File: src/rtl/key_pulse_multi.sv
// Multi-channel push-button conditioner: 2-flop sync, counter debounce and press FSM per key.
// Optional auto-repeat on held keys is compiled in with `define KEY_AUTOREPEAT_EN (EDGE_MODE=1 only).
module key_pulse_multi #(
  parameter int N_KEYS          = 4,
  parameter int DEBOUNCE_CYCLES = 4,
  parameter int EDGE_MODE       = 0,
  parameter int REPEAT_DELAY    = 16,
  parameter int REPEAT_PERIOD   = 8
) (
  input  logic              clk,
  input  logic              rst,
  input  logic [N_KEYS-1:0] key,
  output logic [N_KEYS-1:0] pulse,
  output logic [N_KEYS-1:0] held,
  output logic              any_pulse
);

  localparam int CW = $clog2(DEBOUNCE_CYCLES + 1);
  localparam logic [CW-1:0] CNT_LAST = CW'(DEBOUNCE_CYCLES - 1);

  typedef enum logic {UNPRESSED, PRESSED} state_t;

  if (N_KEYS < 1 || DEBOUNCE_CYCLES < 1 || REPEAT_DELAY < 1 || REPEAT_PERIOD < 1) begin : g_param_check
    $error("key_pulse_multi: parameters must all be >= 1");
  end

  for (genvar g = 0; g < N_KEYS; g++) begin : g_ch
    logic          s1;
    logic          s2;
    logic [CW-1:0] cnt;
    state_t        state;
    logic          held_r;
    logic          pulse_r;
    logic          flip;
    logic          flip_pulse;
    logic          rpt_pulse;

    assign flip       = (s2 != held_r) && (cnt == CNT_LAST);
    assign flip_pulse = flip && ((EDGE_MODE != 0) ? s2 : !s2);

`ifdef KEY_AUTOREPEAT_EN
    localparam int RMAX = (REPEAT_DELAY > REPEAT_PERIOD) ? REPEAT_DELAY : REPEAT_PERIOD;
    localparam int RW   = $clog2(RMAX + 1);
    localparam logic [RW-1:0] RPT_DLY_LAST = RW'(REPEAT_DELAY - 1);
    localparam logic [RW-1:0] RPT_PER_LAST = RW'(REPEAT_PERIOD - 1);

    logic [RW-1:0] rpt;
    logic          rpt_on;
    logic          rpt_hit;

    assign rpt_hit = (state == PRESSED) && !flip &&
                     (rpt == (rpt_on ? RPT_PER_LAST : RPT_DLY_LAST));
    // Repeats also require the synchronised key still down, so they stop as
    // soon as the release reaches s2 rather than after it is debounced.
    assign rpt_pulse = (EDGE_MODE != 0) && rpt_hit && s2;

    always_ff @(posedge clk or posedge rst) begin
      if (rst) begin
        rpt    <= '0;
        rpt_on <= 1'b0;
      end else if (flip || state != PRESSED) begin
        rpt    <= '0;
        rpt_on <= 1'b0;
      end else if (rpt_hit) begin
        rpt    <= '0;
        rpt_on <= 1'b1;
      end else begin
        rpt    <= rpt + 1'b1;
      end
    end
`else
    assign rpt_pulse = 1'b0;
`endif

    always_ff @(posedge clk or posedge rst) begin
      if (rst) begin
        s1      <= 1'b0;
        s2      <= 1'b0;
        cnt     <= '0;
        state   <= UNPRESSED;
        held_r  <= 1'b0;
        pulse_r <= 1'b0;
      end else begin
        s1      <= key[g];
        s2      <= s1;
        pulse_r <= flip_pulse | rpt_pulse;
        if (s2 == held_r) begin
          cnt <= '0;
        end else if (cnt == CNT_LAST) begin
          cnt    <= '0;
          held_r <= s2;
          case (state)
            UNPRESSED: if (s2)  state <= PRESSED;
            PRESSED:   if (!s2) state <= UNPRESSED;
            default:            state <= UNPRESSED;
          endcase
        end else begin
          cnt <= cnt + 1'b1;
        end
      end
    end

    assign held[g]  = held_r;
    assign pulse[g] = pulse_r;
  end

  assign any_pulse = |pulse;

endmodule

File: config.mk
export PLATFORM = sky130hd
export DESIGN_NAME = key_pulse_multi
export DESIGN_NICKNAME = d
export VERILOG_FILES = /design/src/rtl/key_pulse_multi.sv
export SDC_FILE = /design/constraint.sdc
export NUM_CORES = 1
export LEC_CHECK = 0
export ABC_AREA = 0
export CORE_AREA = 2 2 61 46
export CTS_CLUSTER_SIZE = 40
export DETAILED_ROUTE_END_ITERATION = 12
export DIE_AREA = 0 0 63 48
export PLACE_DENSITY = 0.66
export SKIP_LAST_GASP = 1
export SYNTH_ARGS = -nofsm -noshare
export SYNTH_HDL_FRONTEND = slang
export SYNTH_SLANG_ARGS = --single-unit
File: constraint.sdc
create_clock -name clk -period 3.2 [get_ports clk]
set_input_delay 0.32 -clock clk [delete_from_list [all_inputs] [get_ports clk]]
set_output_delay 0.32 -clock clk [all_outputs]
set_load 0.03 [all_outputs]
==> results.sh, run 1 <==
export IMPL_drive_gt1_share_pct=13.92
export IMPL_die_y_um=48
export IMPL_ioPinCount=15
export IMPL_yosysWarningCount=0
export IMPL_slew_headroom_pct=32.91
export IMPL_cts_tree="yes"
export IMPL_htree_levels=1
export IMPL_synth_cells=70
export IMPL_crit_type="reg -> out"
export IMPL_worst_setup_path_start_kind="flip-flop"
export IMPL_numCtsBuffers=3
export IMPL_finalMaxSlewViolations=0
export IMPL_start_util_pct=44.20
export IMPL_crit_path_end_kind="output port"
export IMPL_hold_viol_final=0
export IMPL_finalSetupViolCount=0
export IMPL_hold_buffers=0
export IMPL_wl_met3_um=73
export IMPL_synth_seq_cells=28
export IMPL_synth_area_leaders="dfrtp_1 67%, buf_4 5.7%, ha_1 4.8%"
export IMPL_grt_setup_unrepaired="no"
export IMPL_yosysSeqAreaShare_pct=66.51
export IMPL_finalCritPeriodShare_pct=67.11
export IMPL_wire_per_inst_um=11.03
export IMPL_synth_top_cell_by_area="dfrtp_1"
export IMPL_wl_met1_um=626
export IMPL_grt_pass1_vias=454
export IMPL_ant_nets=0
export IMPL_hold_ws_ps=365.2
export IMPL_ir_worst_vdd_v=0.0003487
export IMPL_via_count=504
export IMPL_grt_pass1_wl_mm=2.118
export IMPL_avgViaCountPerCell=4.460
export IMPL_core_area_um2=2384
export IMPL_worstMarginPinSlew_ps=1005
export IMPL_post_cts_setup_buffers=0
export IMPL_clk_path_buf_depth=2
export IMPL_antenna_found_initial=0
export IMPL_grt_max_degree=29
export IMPL_path_clk_slew_ps=130
export IMPL_initialDrtViolationCount=0
export IMPL_nets=91
export IMPL_drc_errors=0
export IMPL_die_w_um=63
export IMPL_dieArea_um2=3024
export IMPL_post_route_util_pct=50.29
export IMPL_diodes=0
export IMPL_drt_pre_antenna_iters=1
export IMPL_synth_top_area_share_pct=66.51
export IMPL_synth_cell_types=13
export IMPL_avgSynthCellArea_um2=15.05
export IMPL_cts_sinks=28
export IMPL_max_cap_viol_count=0
export IMPL_grt_ovfl_total=0
export IMPL_clk_latency_ps=310
export IMPL_hold_path_class="reg -> reg"
export IMPL_row_count=15
export IMPL_area_growth_pct=13.78
export IMPL_status="finished clean"
export IMPL_finClkSkew_ps=1.392
export IMPL_worstPathMaxFanout=2
export IMPL_grt_total_usage_pct=10.00
export IMPL_power_density_nw_per_um2=752.4
export IMPL_synth_area_um2=1054
export IMPL_cts_root_buf="clkbuf_4"
export IMPL_dp_hpwl_um=943.9
export IMPL_arrival_ps=1830
export IMPL_place_gp_congestion=0.6889
export IMPL_r2r_setup_slack_ps=2020
export IMPL_cts_resized=0
export IMPL_portBuffers=14
export IMPL_period_needed_ps=2147
export IMPL_leakage_nw=0.5589
export IMPL_top_layer="met4"
export IMPL_finalSetupTns_ps=0
export IMPL_wl_met2_um=535
export IMPL_fmax_mhz=465.7
export IMPL_cp_required_ps=2880
export IMPL_wl_mm=1.246
export IMPL_syn_nets=80
[kinds of logic (layout without fill, tap and decap cells)]
family | count (synthesis) | after routing | share of synthesized area (%)
xor+xnor | 4 | 4 | 3.325
fa+ha+maj | 4 | 4 | 4.751
flops | 28 | 28 | 66.51
mux | 4 | 4 | 4.275
buf+inv | 9 | 18 | 6.057
simple gates | 21 | 21 | 15.08
[state kept, by name, indices dropped and copies added, names as in the netlist]
name / cells
g_ch.s1: 4
g_ch.held_r: 4
g_ch.s2: 4
g_ch.pulse_r: 4
g_ch.cnt: 12
[metal layers]
| metal | GRT usage [%] | vias up |
|---|---|---|
| li1 | - | 247 |
| met1 | 13.41 | 243 |
| met2 | 14.04 | 12 |
| met3 | 4.235 | 2 |
| met4 | 5.333 | 0 |
| met5 | 0 | - |
[area by class of cell]
cell class,count,area [µm²]
clock buffers,3,22.52
multi-input cells,33,289.0
repair buffers,14,140.1
flip-flops and latches,28,700.7
inverters,1,3.754
well taps,34,42.54
fillers,216,1185
[layout by cell type, fill, tap and decap left out, drive strengths merged]
master,Yosys,routed
and3b,4,4
clkbuf,0,3
clkdlybuf4s50,0,14
dfrtp,28,28
ha,4,4
inv,1,1
mux2,4,4
nor2b,7,7
nor3,4,4
nor3b,5,5
or4,1,1
xnor2,4,4
[worst max-delay path, stage by stage, from the launching register on]
cell and delay [ps]:
dfrtp_1 390, or4_1 520, clkdlybuf4s50_1 600
[report_power, final]
part	internal [mW]	leakage [nW]	switching [mW]	total, mW
clock	0.0441	0.0138	0.0906	0.135
sequential	0.428	0.356	0.0493	0.477
combinational	0.146	0.189	0.144	0.290
[cell usage after synthesis]
| cell | number |
|---|---|
| xnor2_1 | 4 |
| inv_1 | 1 |
| and3b_1 | 4 |
| nor2b_1 | 3 |
| ha_1 | 4 |
| nor3_1 | 4 |
| nor2b_4 | 1 |
| mux2_2 | 4 |
| or4_1 | 1 |
| nor3b_1 | 5 |
| nor2b_2 | 3 |
| buf_4 | 8 |
| dfrtp_1 | 28 |
[final timing paths]
check,startpoint,end,depth (start not counted)
max in group asynchronous,rst,g_ch[0].s1$_DFF_PP0_,2
worst min register to register,g_ch[3].s1$_DFF_PP0_,g_ch[3].s2$_DFF_PP0_,0
min in group asynchronous,rst,g_ch[2].cnt[0]$_DFF_PP0_,2
worst min-delay path,g_ch[3].s1$_DFF_PP0_,g_ch[3].s2$_DFF_PP0_,0
worst max-delay path,g_ch[1].pulse_r$_DFF_PP0_,any_pulse,2
worst max register to register,g_ch[0].cnt[0]$_DFF_PP0_,g_ch[0].held_r$_DFFE_PP0P_,3
[per-stage QoR]
step	power, mW	area, µm²	cells	worst slack, ps
global route	0.9663	1199	113	985.0
floorplan	0.7179	1054	70	1846
detailed placement	0.7822	1176	110	1405
finish	0.9019	1199	113	1053
CTS	0.9177	1199	113	1030
global placement	0.7702	1176	110	1431
Note: power is estimated with default switching activity, not from simulation.
==> run 2, diff against run 1 <==
clock period = 2.3 ns   (was 3.2 ns; I/O delays follow)
==> run 2 against run 1 <==
Clock skew up 6.2 ps; critical path depth unchanged; worst setup slack worse by 790 ps; hold slack worse by 110 ps; clock-buffer cell count unchanged; die area unchanged; global-route usage up 0.48 points; core utilization up 0.31 points; power up 39%; final area up 0.63%; largest cell class unchanged; first-iteration DRC count up 3.
==> results.sh, run 2 (synthesis gave the netlist of run 1 again) <==
export IMPL_hold_viol_final=0
export IMPL_post_route_util_pct=50.60
export IMPL_area_growth_pct=14.49
export IMPL_wl_met2_um=600
export IMPL_intPower_mw=0.8623
export IMPL_cts_root_buf="clkbuf_4"
export IMPL_crit_path_end_kind="output port"
export IMPL_ioPinCount=15
export IMPL_slew_headroom_pct=77.55
export IMPL_slowest_delay_ps=600
export IMPL_clk_path_buf_depth=2
export IMPL_cp_cell_sequence="or4_1, clkdlybuf4s50_1"
export IMPL_wl_met1_um=642
export IMPL_finalSetupViolCount=0
export IMPL_cts_resized=0
export IMPL_drc_errors=0
export IMPL_period_needed_ps=2038
export IMPL_leakage_nw=0.5638
export IMPL_fmax_mhz=490.6
export IMPL_worst_setup_path_start_kind="flip-flop"
export IMPL_fin_total_pwr_mw=1.257
export IMPL_row_count=15
export IMPL_ir_worst_vdd_v=0.0005526
export IMPL_post_cts_setup_buffers=0
export IMPL_portBuffers=14
export IMPL_cp_slowest_cell="clkdlybuf4s50_1"
export IMPL_pre_cts_slack_ps=618.6
export IMPL_worstMarginPinSlew_ps=336.8
export IMPL_arrival_ps=1810
export IMPL_power_switching_mw=0.3952
export IMPL_worstPathMaxFanout=2
export IMPL_die_y_um=48
export IMPL_reg2reg_depth=3
export IMPL_r2r_end="g_ch[2].held_r$_DFFE_PP0P_"
export IMPL_largest_register="g_ch.cnt"
export IMPL_combPwrFrac_pct=32.7
export IMPL_drt_pre_antenna_iters=2
export IMPL_largest_register_ffs=12
export IMPL_avgViaCountPerCell=4.588
export IMPL_cts_tree="yes"
export IMPL_antenna_found_initial=0
export IMPL_initialDrtViolationCount=3
export IMPL_reg2reg_from="g_ch[2].cnt[0]$_DFF_PP0_"
export IMPL_status="finished clean"
export IMPL_numCtsBuffers=3
export IMPL_netSwitchingFraction_pct=31.42
export IMPL_start_util_pct=44.20
export IMPL_place_inst=111
export IMPL_max_cap_viol_count=0
export IMPL_drive_gt1_share_pct=15.00
export IMPL_final_cell_mix="28 x dfrtp_1, 14 x clkdlybuf4s50_1, 5 x nor3b_1"
export IMPL_dp_hpwl_mm=1.010
export IMPL_cp_endpoint="any_pulse"
export IMPL_finalCritPeriodShare_pct=88.62
export IMPL_wl_mm=1.322
export IMPL_htree_levels=1
export IMPL_n_fill_cell=217
export IMPL_dieArea_um2=3024
export IMPL_design_area_um2=1206
export IMPL_hold_path_class="in -> async"
export IMPL_clock_power_share_pct=14.5
export IMPL_r2r_setup_slack_ps=1110
export IMPL_cts_sinks=28
export IMPL_via_count=523
export IMPL_hold_buffers=0
export IMPL_grt_total_usage_pct=10.48
export IMPL_grt_max_degree=29
export IMPL_ant_nets=0
export IMPL_fin_ws_ps=261.7
export IMPL_core_area_um2=2384
export IMPL_power_density_nw_per_um2=1043
export IMPL_top_layer="met3"
export IMPL_grt_pass1_vias=495
export IMPL_diodes=0
export IMPL_wl_met3_um=80
export IMPL_critPathLaunch="g_ch[1].pulse_r$_DFF_PP0_"
export IMPL_finClkSkew_ps=7.627
export IMPL_path_clk_slew_ps=130
export IMPL_die_w_um=63
export IMPL_nets=92
export IMPL_crit_type="reg -> out"
export IMPL_clk_latency_ps=310
export IMPL_place_gp_congestion=0.6898
export IMPL_grt_ovfl_total=0
export IMPL_grt_pass1_wl_mm=2.249
export IMPL_cp_required_ps=2070
export IMPL_grt_setup_unrepaired="no"
export IMPL_layout_commonest_cell="dfrtp_1"
export IMPL_seqPwrFrac_pct=52.7
export IMPL_postPlaceCellArea_um2=1184
export IMPL_hold_ws_ps=255.7
export IMPL_wire_per_inst_um=11.60
export IMPL_final_cells=114
export IMPL_finalSetupTns_ps=0
export IMPL_finalMaxSlewViolations=0
==> run 2: cell types whose count changed in the layout (fill, tap and decap cells not counted) <==
cell,previous run,this run
buf_4,0,1
==> run 2: power by group through the flow <==
stage | sequential, mW | combinational, mW | clock, mW
after floorplan | 0.658 | 0.341 | 0
after global placement | 0.670 | 0.403 | 0
after detailed placement | 0.675 | 0.421 | 0
after CTS | 0.665 | 0.420 | 0.196
after global routing | 0.678 | 0.452 | 0.212
final | 0.663 | 0.411 | 0.183
==> run 2: worst max-delay path, delay by kind of cell, from the launching register on <==
kind / cells / cell delay, ps
buf+inv: 1 / 600
flops: 1 / 390
simple gates: 1 / 500
==> run 2: worst min-delay path by stage <==
stage	end	cells past startpoint
after floorplan	g_ch[0].s1$_DFF_PP0_	0
after global placement	g_ch[0].s2$_DFF_PP0_	0
after detailed placement	g_ch[3].s2$_DFF_PP0_	0
after CTS	g_ch[1].cnt[2]$_DFF_PP0_	3
after global routing	g_ch[1].cnt[0]$_DFF_PP0_	3
final	g_ch[1].cnt[0]$_DFF_PP0_	3
==> run 2: final cells by class <==
type | instances | area [µm²] | area share [%]
clock buffers | 3 | 22.52 | 1.867
inverters | 1 | 3.754 | 0.3112
multi-input cells | 33 | 289.0 | 23.96
flip-flops and latches | 28 | 700.7 | 58.09
well taps | 34 | 42.54 | 3.527
repair buffers | 15 | 147.6 | 12.24
==> run 2: metal layers <==
layer / global-route usage (%) / up-vias
met5: 0 / -
met4: 2.667 / 0
met3: 4.941 / 0
met2: 16.81 / 11
met1: 13.24 / 263
li1: - / 249
==> run 3, diff against run 2 <==
CAP_MARGIN = 20   (was not set)
SKIP_CTS_REPAIR_TIMING = 1   (was not set)
==> results of run 3 <==
Same layout as run 2: the final DEF is identical, and so are final timing and power.
